==> config.mk <==
export PLATFORM = sky130hd
export DESIGN_NAME = tag_lookup_ctrl_flat
export DESIGN_NICKNAME = d
export VERILOG_FILES = /design/src/rtl/tag_lookup_ctrl_pkg.sv /design/src/rtl/tag_lookup_ctrl_if.sv /design/src/rtl/tag_victim_sel.sv /design/src/rtl/tag_lookup_ctrl.sv /design/src/flat_wrapper.sv
export SDC_FILE = /design/constraint.sdc
export NUM_CORES = 1
export LEC_CHECK = 0
export BUFFER_PORTS_ARGS = -buffer_cell sky130_fd_sc_hd__clkbuf_2
export CORE_ASPECT_RATIO = 0.6
export CORE_UTILIZATION = 50
export DETAILED_ROUTE_END_ITERATION = 10
export PLACE_DENSITY = 0.79
export SLEW_MARGIN = 40
export SYNTH_ARGS = -nofsm -noshare
export SYNTH_HDL_FRONTEND = slang
export SYNTH_SLANG_ARGS = --single-unit
==> constraint.sdc <==
create_clock -name clk -period 4.5 [get_ports clk]
set_clock_uncertainty 0.1 [all_clocks]
set_input_delay 0.225 -clock clk [delete_from_list [all_inputs] [get_ports clk]]
set_output_delay 0.225 -clock clk [all_outputs]
set_load 0.05 [all_outputs]
==> src/rtl/tag_lookup_ctrl_pkg.sv <==
// Shared types and constants for the way-halting tag lookup controller.
// Holds the sequencer state encoding, address field positions and tag widths.
package tag_ctrl_pkg;

  localparam int ADDR_W     = 32;
  localparam int MAIN_LSB   = 28;
  localparam int HALT_LSB   = 8;
  localparam int IDX_LSB    = 4;
  localparam int LINE_LSB   = 4;
  localparam int MAIN_TAG_W = 4;
  localparam int HALT_TAG_W = 20;
  localparam int IDX_BITS   = 4;

  typedef enum logic [2:0] {
    IDLE, HALT, MAIN, MISS_REQ, MISS_WAIT, FILL, RESP
  } state_t;

  function automatic logic [15:0] sat_add16(input logic [15:0] a, input logic [15:0] b);
    logic [16:0] s;
    s = {1'b0, a} + {1'b0, b};
    return s[16] ? 16'hFFFF : s[15:0];
  endfunction

endpackage

==> src/rtl/tag_lookup_ctrl_if.sv <==
// CPU, tag-array and refill signals of the tag lookup controller.
// master = controller side, slave = CPU / tag arrays / memory side.
interface tag_lookup_ctrl_if #(
  parameter int N_WAYS = 4,
  parameter int IDX_W  = 4,
  parameter int HALT_W = 20,
  parameter int MAIN_W = 4
);
  localparam int WAY_W = $clog2(N_WAYS);

  logic                     cpu_req;
  logic [31:0]              cpu_addr;
  logic                     cpu_ready;
  logic                     cpu_resp_valid;
  logic                     cpu_hit;
  logic [WAY_W-1:0]         cpu_way;
  logic                     flush;
  logic [IDX_W-1:0]         tag_index;
  logic [N_WAYS*MAIN_W-1:0] tag_rd_main;
  logic [N_WAYS*HALT_W-1:0] tag_rd_halt;
  logic                     tag_we;
  logic [N_WAYS-1:0]        tag_way_sel;
  logic [MAIN_W-1:0]        tag_wr_main;
  logic [HALT_W-1:0]        tag_wr_halt;
  logic                     mem_req;
  logic [31:0]              mem_addr;
  logic                     mem_ack;

  modport master (
    input  cpu_req, cpu_addr, flush, tag_rd_main, tag_rd_halt, mem_ack,
    output cpu_ready, cpu_resp_valid, cpu_hit, cpu_way, tag_index,
           tag_we, tag_way_sel, tag_wr_main, tag_wr_halt, mem_req, mem_addr
  );

  modport slave (
    output cpu_req, cpu_addr, flush, tag_rd_main, tag_rd_halt, mem_ack,
    input  cpu_ready, cpu_resp_valid, cpu_hit, cpu_way, tag_index,
           tag_we, tag_way_sel, tag_wr_main, tag_wr_halt, mem_req, mem_addr
  );
endinterface

==> src/rtl/tag_victim_sel.sv <==
// Refill victim choice: lowest invalid way, else the set's round-robin pointer.
// rr_used tells the caller whether the pointer should advance.
module tag_victim_sel #(
  parameter int N_WAYS = 4,
  parameter int WAY_W  = $clog2(N_WAYS)
) (
  input  logic [N_WAYS-1:0] valid,
  input  logic [WAY_W-1:0]  rr,
  output logic [N_WAYS-1:0] victim,
  output logic              rr_used
);
  always_comb begin
    victim  = '0;
    rr_used = 1'b1;
    for (int w = N_WAYS-1; w >= 0; w--) begin
      if (!valid[w]) begin
        victim    = '0;
        victim[w] = 1'b1;
        rr_used   = 1'b0;
      end
    end
    if (rr_used) victim[rr] = 1'b1;
  end
endmodule

==> src/rtl/tag_lookup_ctrl.sv <==
// Way-halting tag lookup sequencer: halt-tag filter, main-tag compare, refill.
// Optional TAG_CTRL_PERF_CNT_EN adds saturating hit/miss/halt-save counters.
module tag_lookup_ctrl
  import tag_ctrl_pkg::*;
#(
  parameter int N_WAYS = 4,
  parameter int N_SETS = 16,
  parameter int IDX_W  = IDX_BITS,
  parameter int HALT_W = HALT_TAG_W,
  parameter int MAIN_W = MAIN_TAG_W
) (
  input  logic clk,
  input  logic reset,
  tag_lookup_ctrl_if.master bus
`ifdef TAG_CTRL_PERF_CNT_EN
  ,
  output logic [15:0] hit_cnt,
  output logic [15:0] miss_cnt,
  output logic [15:0] halt_save_cnt
`endif
);
  localparam int WAY_W = $clog2(N_WAYS);

  state_t                         state;
  logic [31:LINE_LSB]             line_q;
  logic [N_WAYS-1:0]              halt_mask, halt_cmp, match, victim_oh;
  logic [N_SETS-1:0][N_WAYS-1:0]  valid;
  logic [N_SETS-1:0][WAY_W-1:0]   rr;
  logic [WAY_W-1:0]               hit_way, victim_idx, fill_way;
  logic [IDX_W-1:0]               idx;
  logic [MAIN_W-1:0]              main_tag;
  logic [HALT_W-1:0]              halt_tag;
  logic                           rr_used;

  assign idx             = line_q[IDX_LSB +: IDX_W];
  assign main_tag        = line_q[MAIN_LSB +: MAIN_W];
  assign halt_tag        = line_q[HALT_LSB +: HALT_W];
  assign bus.tag_index   = idx;
  assign bus.tag_wr_main = main_tag;
  assign bus.tag_wr_halt = halt_tag;
  assign bus.cpu_ready   = (state == IDLE) && !bus.flush;

  always_comb begin
    halt_cmp   = '0;
    match      = '0;
    hit_way    = '0;
    victim_idx = '0;
    for (int w = 0; w < N_WAYS; w++) begin
      halt_cmp[w] = valid[idx][w] && (bus.tag_rd_halt[w*HALT_W +: HALT_W] == halt_tag);
      match[w]    = halt_mask[w] && (bus.tag_rd_main[w*MAIN_W +: MAIN_W] == main_tag);
    end
    for (int w = N_WAYS-1; w >= 0; w--)
      if (match[w]) hit_way = WAY_W'(w);
    for (int w = 0; w < N_WAYS; w++)
      if (victim_oh[w]) victim_idx = WAY_W'(w);
  end

  tag_victim_sel #(.N_WAYS(N_WAYS), .WAY_W(WAY_W)) u_victim (
    .valid   (valid[idx]),
    .rr      (rr[idx]),
    .victim  (victim_oh),
    .rr_used (rr_used)
  );

  always_ff @(posedge clk or negedge reset) begin
    if (!reset) begin
      state              <= IDLE;
      line_q             <= '0;
      halt_mask          <= '0;
      valid              <= '0;
      rr                 <= '0;
      fill_way           <= '0;
      bus.cpu_resp_valid <= 1'b0;
      bus.cpu_hit        <= 1'b0;
      bus.cpu_way        <= '0;
      bus.tag_we         <= 1'b0;
      bus.tag_way_sel    <= '0;
      bus.mem_req        <= 1'b0;
      bus.mem_addr       <= '0;
    end else begin
      bus.cpu_resp_valid <= 1'b0;
      bus.cpu_hit        <= 1'b0;
      bus.cpu_way        <= '0;
      bus.tag_we         <= 1'b0;
      bus.tag_way_sel    <= '0;
      case (state)
        IDLE: begin
          if (bus.flush) valid <= '0;
          else if (bus.cpu_req) begin
            line_q <= bus.cpu_addr[31:LINE_LSB];
            state  <= HALT;
          end
        end
        HALT: begin
          halt_mask <= halt_cmp;
          state     <= MAIN;
        end
        MAIN: begin
          if (|match) begin
            bus.cpu_resp_valid <= 1'b1;
            bus.cpu_hit        <= 1'b1;
            bus.cpu_way        <= hit_way;
            state              <= RESP;
          end else state <= MISS_REQ;
        end
        // mem_req rises on entry to MISS_WAIT so an ack in its first cycle is seen
        MISS_REQ: begin
          bus.mem_req  <= 1'b1;
          bus.mem_addr <= {line_q, {LINE_LSB{1'b0}}};
          state        <= MISS_WAIT;
        end
        MISS_WAIT: begin
          if (bus.mem_ack) begin
            bus.mem_req     <= 1'b0;
            bus.tag_we      <= 1'b1;
            bus.tag_way_sel <= victim_oh;
            valid[idx]      <= valid[idx] | victim_oh;
            if (rr_used) rr[idx] <= rr[idx] + WAY_W'(1);
            fill_way        <= victim_idx;
            state           <= FILL;
          end
        end
        FILL: begin
          bus.cpu_resp_valid <= 1'b1;
          bus.cpu_way        <= fill_way;
          state              <= RESP;
        end
        RESP:    state <= IDLE;
        default: state <= IDLE;
      endcase
    end
  end

`ifdef TAG_CTRL_PERF_CNT_EN
  always_ff @(posedge clk or negedge reset) begin
    if (!reset) begin
      hit_cnt       <= '0;
      miss_cnt      <= '0;
      halt_save_cnt <= '0;
    end else if (state == IDLE && bus.flush) begin
      hit_cnt       <= '0;
      miss_cnt      <= '0;
      halt_save_cnt <= '0;
    end else begin
      if (state == RESP && bus.cpu_hit)  hit_cnt  <= sat_add16(hit_cnt, 16'd1);
      if (state == RESP && !bus.cpu_hit) miss_cnt <= sat_add16(miss_cnt, 16'd1);
      if (state == MAIN)
        halt_save_cnt <= sat_add16(halt_save_cnt, 16'(N_WAYS - $countones(halt_mask)));
    end
  end
`endif

endmodule

==> src/flat_wrapper.sv <==
// flat-port wrapper written by rule: the top's interface ports become plain ports
module tag_lookup_ctrl_flat import tag_ctrl_pkg::*;
#(
  parameter int N_WAYS = 4,
  parameter int N_SETS = 16,
  parameter int IDX_W  = IDX_BITS,
  parameter int HALT_W = HALT_TAG_W,
  parameter int MAIN_W = MAIN_TAG_W
)
  (clk, reset, bus_cpu_req, bus_cpu_addr, bus_flush, bus_tag_rd_main, bus_tag_rd_halt, bus_mem_ack, bus_cpu_ready, bus_cpu_resp_valid, bus_cpu_hit, bus_cpu_way, bus_tag_index, bus_tag_we, bus_tag_way_sel, bus_tag_wr_main, bus_tag_wr_halt, bus_mem_req, bus_mem_addr);
  tag_lookup_ctrl_if #(.N_WAYS(N_WAYS), .IDX_W(IDX_W), .HALT_W(HALT_W), .MAIN_W(MAIN_W)) bus_i ();
  input  logic clk;
  input  logic reset;
  input wire logic [$bits(bus_i.cpu_req)-1:0] bus_cpu_req;
  input wire logic [$bits(bus_i.cpu_addr)-1:0] bus_cpu_addr;
  input wire logic [$bits(bus_i.flush)-1:0] bus_flush;
  input wire logic [$bits(bus_i.tag_rd_main)-1:0] bus_tag_rd_main;
  input wire logic [$bits(bus_i.tag_rd_halt)-1:0] bus_tag_rd_halt;
  input wire logic [$bits(bus_i.mem_ack)-1:0] bus_mem_ack;
  output wire logic [$bits(bus_i.cpu_ready)-1:0] bus_cpu_ready;
  output wire logic [$bits(bus_i.cpu_resp_valid)-1:0] bus_cpu_resp_valid;
  output wire logic [$bits(bus_i.cpu_hit)-1:0] bus_cpu_hit;
  output wire logic [$bits(bus_i.cpu_way)-1:0] bus_cpu_way;
  output wire logic [$bits(bus_i.tag_index)-1:0] bus_tag_index;
  output wire logic [$bits(bus_i.tag_we)-1:0] bus_tag_we;
  output wire logic [$bits(bus_i.tag_way_sel)-1:0] bus_tag_way_sel;
  output wire logic [$bits(bus_i.tag_wr_main)-1:0] bus_tag_wr_main;
  output wire logic [$bits(bus_i.tag_wr_halt)-1:0] bus_tag_wr_halt;
  output wire logic [$bits(bus_i.mem_req)-1:0] bus_mem_req;
  output wire logic [$bits(bus_i.mem_addr)-1:0] bus_mem_addr;
  assign bus_i.cpu_req = bus_cpu_req;
  assign bus_i.cpu_addr = bus_cpu_addr;
  assign bus_i.flush = bus_flush;
  assign bus_i.tag_rd_main = bus_tag_rd_main;
  assign bus_i.tag_rd_halt = bus_tag_rd_halt;
  assign bus_i.mem_ack = bus_mem_ack;
  assign bus_cpu_ready = bus_i.cpu_ready;
  assign bus_cpu_resp_valid = bus_i.cpu_resp_valid;
  assign bus_cpu_hit = bus_i.cpu_hit;
  assign bus_cpu_way = bus_i.cpu_way;
  assign bus_tag_index = bus_i.tag_index;
  assign bus_tag_we = bus_i.tag_we;
  assign bus_tag_way_sel = bus_i.tag_way_sel;
  assign bus_tag_wr_main = bus_i.tag_wr_main;
  assign bus_tag_wr_halt = bus_i.tag_wr_halt;
  assign bus_mem_req = bus_i.mem_req;
  assign bus_mem_addr = bus_i.mem_addr;
  tag_lookup_ctrl #(.N_WAYS(N_WAYS), .N_SETS(N_SETS), .IDX_W(IDX_W), .HALT_W(HALT_W), .MAIN_W(MAIN_W)) u_core (.clk(clk), .reset(reset), .bus(bus_i));
endmodule
# ---- After elaboration in Yosys (flattened, before gate mapping)
# Index checks and enable logic that the tools add are counted.
dict set report totals {
  word_cells 137
  ff_bits 171
  inputBits 133
  output_inout_bits 71
}
dict set report classes {
  n_reduce_logical 22
  bitwise 3
  eq_ne 17
  order_cmp 4
  mux 47
  addsub 1
}
# cell n
set op_table {}
lappend op_table {{two-way mux 64 bit} 2}
lappend op_table {{one-hot mux 64 bit (2 select lines)} 1}
lappend op_table {{== test 20 bit} 4}
lappend op_table {{bitwise mux 64 bit} 1}
lappend op_table {{two-way mux 4 bit} 9}
lappend op_table {{bitwise mux 32 bit} 1}
lappend op_table {{two-way mux 2 bit} 9}
lappend op_table {{one-hot mux 3 bit (6 select lines)} 1}
lappend op_table {{binary-select mux 4 bit (select 4 bit)} 1}
lappend op_table {{demux 4 bit (select 4 bit)} 1}
lappend op_table {{== test 4 bit} 4}
lappend op_table {{two-way mux 3 bit} 4}
lappend op_table {{AND reduction 3 bit} 4}
lappend op_table {{logical AND 1 bit} 11}
lappend op_table {{two-way mux 1 bit} 11}
lappend op_table {{binary-select mux 2 bit (select 4 bit)} 1}
lappend op_table {{demux 2 bit (select 4 bit)} 1}
lappend op_table {{inequality test 2 bit (second input constant)} 4}
lappend op_table {{OR 4 bit} 2}
lappend op_table {{== test 3 x 2 -> 1 bit (second input constant)} 2}
lappend op_table {{== test 3 bit (second input constant)} 2}
lappend op_table {{less-than comparator 4 x 5 -> 1 bit (second input constant)} 1}
lappend op_table {{>= comparator 4 x 1 -> 1 bit (second input constant)} 1}
lappend op_table {{one-hot mux 1 bit (2 select lines)} 2}
lappend op_table {{other kinds (12)} 14}

# ---- Longest topological paths before layout
dict set report logic_depth {
  word_depth 12
  mapped_depth 12
  ltp_nobuf 9
}

# ---- Cells and area by module
# A second synthesis with hierarchy kept.
dict set report hier_totals {
  cells_unflattened 717
  hier_area_um2 8872.3
}
# module area_per_inst_um2 n_inst cells_per_inst
set modules_own_cells {}
lappend modules_own_cells {tag_lookup_ctrl 8798.4 1 705}
lappend modules_own_cells {tag_victim_sel 73.8 1 12}

# ---- Least setup slack after synthesis
# No wires, ideal clock.
dict set report synth_path {
  path_kind {reg-to-reg}
  startpoint {register u_core.state[0]}
  endpoint {register u_core.line_q[11] in the netlist's numbering}
  required_ns 4.275
  setup_ns 0.125
  period_less_slack_ns 3.586
  arrival_ns 3.361
  stages_incl_launch_ff 6
  path_buffers 2
  slack_ns 0.914
  cell_sequence {dfrtp_1 -> clkbuf_1 -> nor4_1 -> nand2_1 -> clkbuf_1 -> mux2_2}
}
dict set report synth_via {
  elab_chain_len 2
}
# item line_no
set synth_rtl {}
lappend synth_rtl {{start, declared} tag_lookup_ctrl.sv:24} ;# state_t state;
lappend synth_rtl {{start signal, assigned} tag_lookup_ctrl.sv:67} ;# state <= IDLE;
lappend synth_rtl {{start signal, assigned} tag_lookup_ctrl.sv:91} ;# state <= HALT;
lappend synth_rtl {{start signal, assigned} tag_lookup_ctrl.sv:96} ;# state <= MAIN;
lappend synth_rtl {{zero test 3 bit} tag_lookup_ctrl.sv:86} ;# case (state)
lappend synth_rtl {{AND reduction 3 bit (no line)} --}
lappend synth_rtl {{end signal, assigned} tag_lookup_ctrl.sv:90} ;# line_q <= bus.cpu_addr[31:LINE_LSB];
lappend synth_rtl {{end, declared} tag_lookup_ctrl.sv:25} ;# logic [31:LINE_LSB] line_q;
# No other way between the ends.
# A chain may end at the register's enable or synchronous reset.

# ---- Worst setup path after layout
dict set report layout_path {
  startpoint {register u_core.line_q[4] in the netlist's numbering}
  endpoint {register u_core.rr[23] in the netlist's numbering}
}
dict set report layout_via {
  elab_chain_len 7
  word_cells_on_any_way 16
  classes_between {add/sub: 1; order compare: 2; mux: 11; reduce/logical: 2}
}
# item line_no
set layout_rtl {}
lappend layout_rtl {{binary-select mux 4 bit (select 4 bit)} tag_lookup_ctrl.sv:59} ;# .valid (valid[idx]),
lappend layout_rtl {{two-way mux 4 bit} --}
lappend layout_rtl {{two-way mux 1 bit (4 in series)} tag_victim_sel.sv:16} ;# if (!valid[w]) begin
lappend layout_rtl {{AND reduction 3 bit (no line)} --}
lappend layout_rtl {{end signal, assigned by index} tag_lookup_ctrl.sv:118} ;# if (rr_used) rr[idx] <= rr[idx] + WAY_W'(1);
lappend layout_rtl {{end, declared} tag_lookup_ctrl.sv:28} ;# logic [N_SETS-1:0][WAY_W-1:0] rr;
# Parallel ways exist; a longest one is shown, timed or not. The select of a mux whose other input is x is not followed.

==> flow_summary.yaml <==
timing:
  setup_viol: 0
  setup_tns_ns: 0
  fin_ws_ns: 0.891
  hold_viol_final: 0
  period_share_pct: 80.2
  worst_pin_slew_ns: 0.880
  period_needed_ns: 3.61
  final_max_slew_viol_count: 0
  fmax_mhz: 277
  rsz0062_at_grt: "no"
  slew-limit-headroom_pct: 41.3
yosys:
  synth_warnings: 0
  synth.avg_cell_area_um2: 11.3
  synth_edf_count: 0
  ys_seq_area_share_pct: 47.8
  synth-seq-cells: 171
  synth_area_um2: 8950
  ys_types: 52
  synth_ff_type: "dfrtp_1"
  async_reset_ff_share_pct: 100
  synthCells: 791
route:
  drt_first_pass_iters: 6
  drt_first_iter_violations: 798
  drc: 0
  drtAntennaViolNets: 0
  via_per_inst: 5.66
  drt-total-wl_um: 24200
  vias: 7016
  wire_per_inst_um: 19.5
setup_path:
  slowest_delay_ns: 0.78
  start_kind: "flip-flop"
  cp_cell_sequence: "buf_4, mux4_2, mux2i_1, nand2_1, o21ai_2, ha_1, mux2_1"
  critPathCaptureType: "flip-flop"
  cpLargestDelayFamily: "multiplexers"
  cp.arrival_ns: 3.81
  crit_buf_inv: 1
  crit_start: "u_core.line_q[4]"
  r2r-start: "u_core.line_q[4]"
  cp_max_fo: 19
  critPathSlowestCell: "dfrtp_1"
  worstSetupPathType: "reg2reg"
  cp.required_ns: 4.71
clocking:
  post_cts_buffers: 0
  cts_root_buffer: "clkbuf_16"
  numCtsBuffers: 17
  h-tree-depth: 4
  cts_tree: "built"
  cts.sinks: 171
  cts_buffer_depth: 2
  clkTransAtPathRegs_ns: 0.07
  insertion_delay_ns: 0.43
die:
  rows: 37
  core_area_um2: 17300
  die_w_um: 175
  ioPinCount: 204
  start_util_pct: 51.7
  die_area_um2: 18500
  dieHeight_um: 106
global_routing:
  grt_pass1_vias: 6831
  antenna_found_initial: 0
  grt_pass1_wl_um: 38000
  grt.total_usage_pct: 27.1
  grt_max_degree: 94
  gr-total-overflow: 0
pwr:
  total_leakage_power_nw: 5.09
  ir_drop_mv: 0.265
  power_density_nw_per_um2: 634
job:
  maxCapViolCount: 0
placed_design:
  place_inst: 1178
  place_ws_ns: 0.965
  gp_congestion: 0.909
  dp.final_hpwl_um: 17300
  io_buffers: 195
hold_path:
  hold_class: "in2reg"
  hp-start: "bus_mem_ack"
cells_and_area:
  final_util_pct: 62.9
  final_cells: 1239
  layout_common_cells: "clkbuf_2 (194), dfrtp_1 (169), nand2_1 (115), mux2_2 (72), xnor2_1 (67)"
  synthToLayoutAreaGrowth_pct: 21.7
  nets: 1129
  final_layout_size_suffix_gt1_share_pct: 36.6
  final_common_cell: "clkbuf_2"
  fillers: 1342
  antenna_cells: 0
status:
  status: "finished, final reports clean"
-- power breakdown --
part / switching, mW / internal [mW] / leakage (nW)
logic: 1.96 / 1.01 / 2.54
registers: 0.632 / 1.84 / 2.27
clock network: 0.627 / 0.836 / 0.277
total: 3.22 / 3.69 / 5.09
-- layout make-up --
| cell class | count | area, µm² | share of cell area [%] |
|---|---|---|---|
| clock inverters | 13 | 143 | 1.31 |
| well taps | 234 | 293 | 2.69 |
| inverters | 21 | 78.8 | 0.723 |
| flip-flops and latches | 171 | 4280 | 39.3 |
| repair buffers | 236 | 1380 | 12.7 |
| clock buffers | 19 | 443 | 4.06 |
| multi-input cells | 545 | 4280 | 39.3 |
-- path summary, 6_finish.rpt --
path / endpoint / slack, ns / cells after the start
max in group asynchronous: u_core.bus.mem_addr[25] / 3.13 / 3
setup reg to reg: u_core.rr[23] / 0.89 / 7
min in group asynchronous: u_core.bus.mem_addr[14] / 0.31 / 2
hold / removal: u_core.state[0] / 0.09 / 5
hold reg to reg: u_core.valid[22] / 0.38 / 2
setup / recovery: u_core.rr[23] / 0.89 / 7
-- synth_stat cells, drive strengths merged, types with 2 or more instances --
library cell	instances	area, µm²
mux2	89	1030
inv	21	78.8
nor2	19	95.1
nor3	16	80.1
xor2	22	193
and2	2	12.5
dfrtp	171	4280
o21ai	74	412
a22oi	2	15.0
mux4	23	522
nor4	11	68.8
and4	2	22.5
clkbuf	32	120
ha	4	50.1
buf	25	209
mux2i	5	50.1
nor2b	4	25.0
o22ai	3	18.8
a221oi	2	17.5
and3	2	12.5
nand3	30	250
nand2	115	432
nand2b	8	50.1
a32o	3	30.0
xnor2	67	587
nand4	18	113
a21oi	7	57.6
nand3b	3	22.5
-- worst register-to-register path, cell delays in order, from the launching register on --
cell and delay (ns):
dfrtp_1 0.78, buf_4 0.34, mux4_2 0.54, mux2i_1 0.29, nand2_1 0.15, o21ai_2 0.35
ha_1 0.56, mux2_1 0.39
-- flip-flops by register name (all words and copies together), names as in the netlist, 2 cells and up --
name / count
u_core.fill_way: 2
u_core.bus.mem_addr: 28
u_core.bus.tag_way_sel: 4
u_core.valid: 64
u_core.bus.cpu_way: 2
u_core.state: 3
u_core.rr: 32
u_core.halt_mask: 4
u_core.line_q: 28
-- through the flow --
step | total power [mW] | hold WS [ns] | instance area, µm²
after floorplan | 4.61 | -0.171 | 8970
after global placement | 5.33 | 0.259 | 10000
after detailed placement | 5.40 | 0.187 | 10000
after CTS | 6.88 | 0.0770 | 10900
after global routing | 7.21 | 0.125 | 10900
final | 6.91 | 0.0902 | 10900
-- logic make-up (layout without fill, tap and decap cells) --
logic type	Yosys count	count (layout)	share of synthesized area (%)
AO/OA/AOI/OAI	98	98	6.92
AND/OR/NAND/NOR	233	233	13.5
multiplexers	117	117	17.9
flip-flops	171	171	47.8
XOR/XNOR	89	89	8.70
adder cells (fa/ha/maj)	4	4	0.559
buffers and inverters	78	289	4.56
other	1	4	0.0419
-- routing by layer --
metal	vias to the layer above	GRT usage [%]	wire length [µm]
li1	3155	-	-
met1	3469	39.0	10700
met2	364	40.1	10900
met3	28	7.58	2350
met4	0	7.27	254
met5	-	0	0
-- repair_timing --
item	4_1_cts	5_1_grt
endpoints found under the hold margin	120	0
hold buffers	29	0
resized for setup	0	0
No activity file was read; power rests on OpenSTA's default activity.
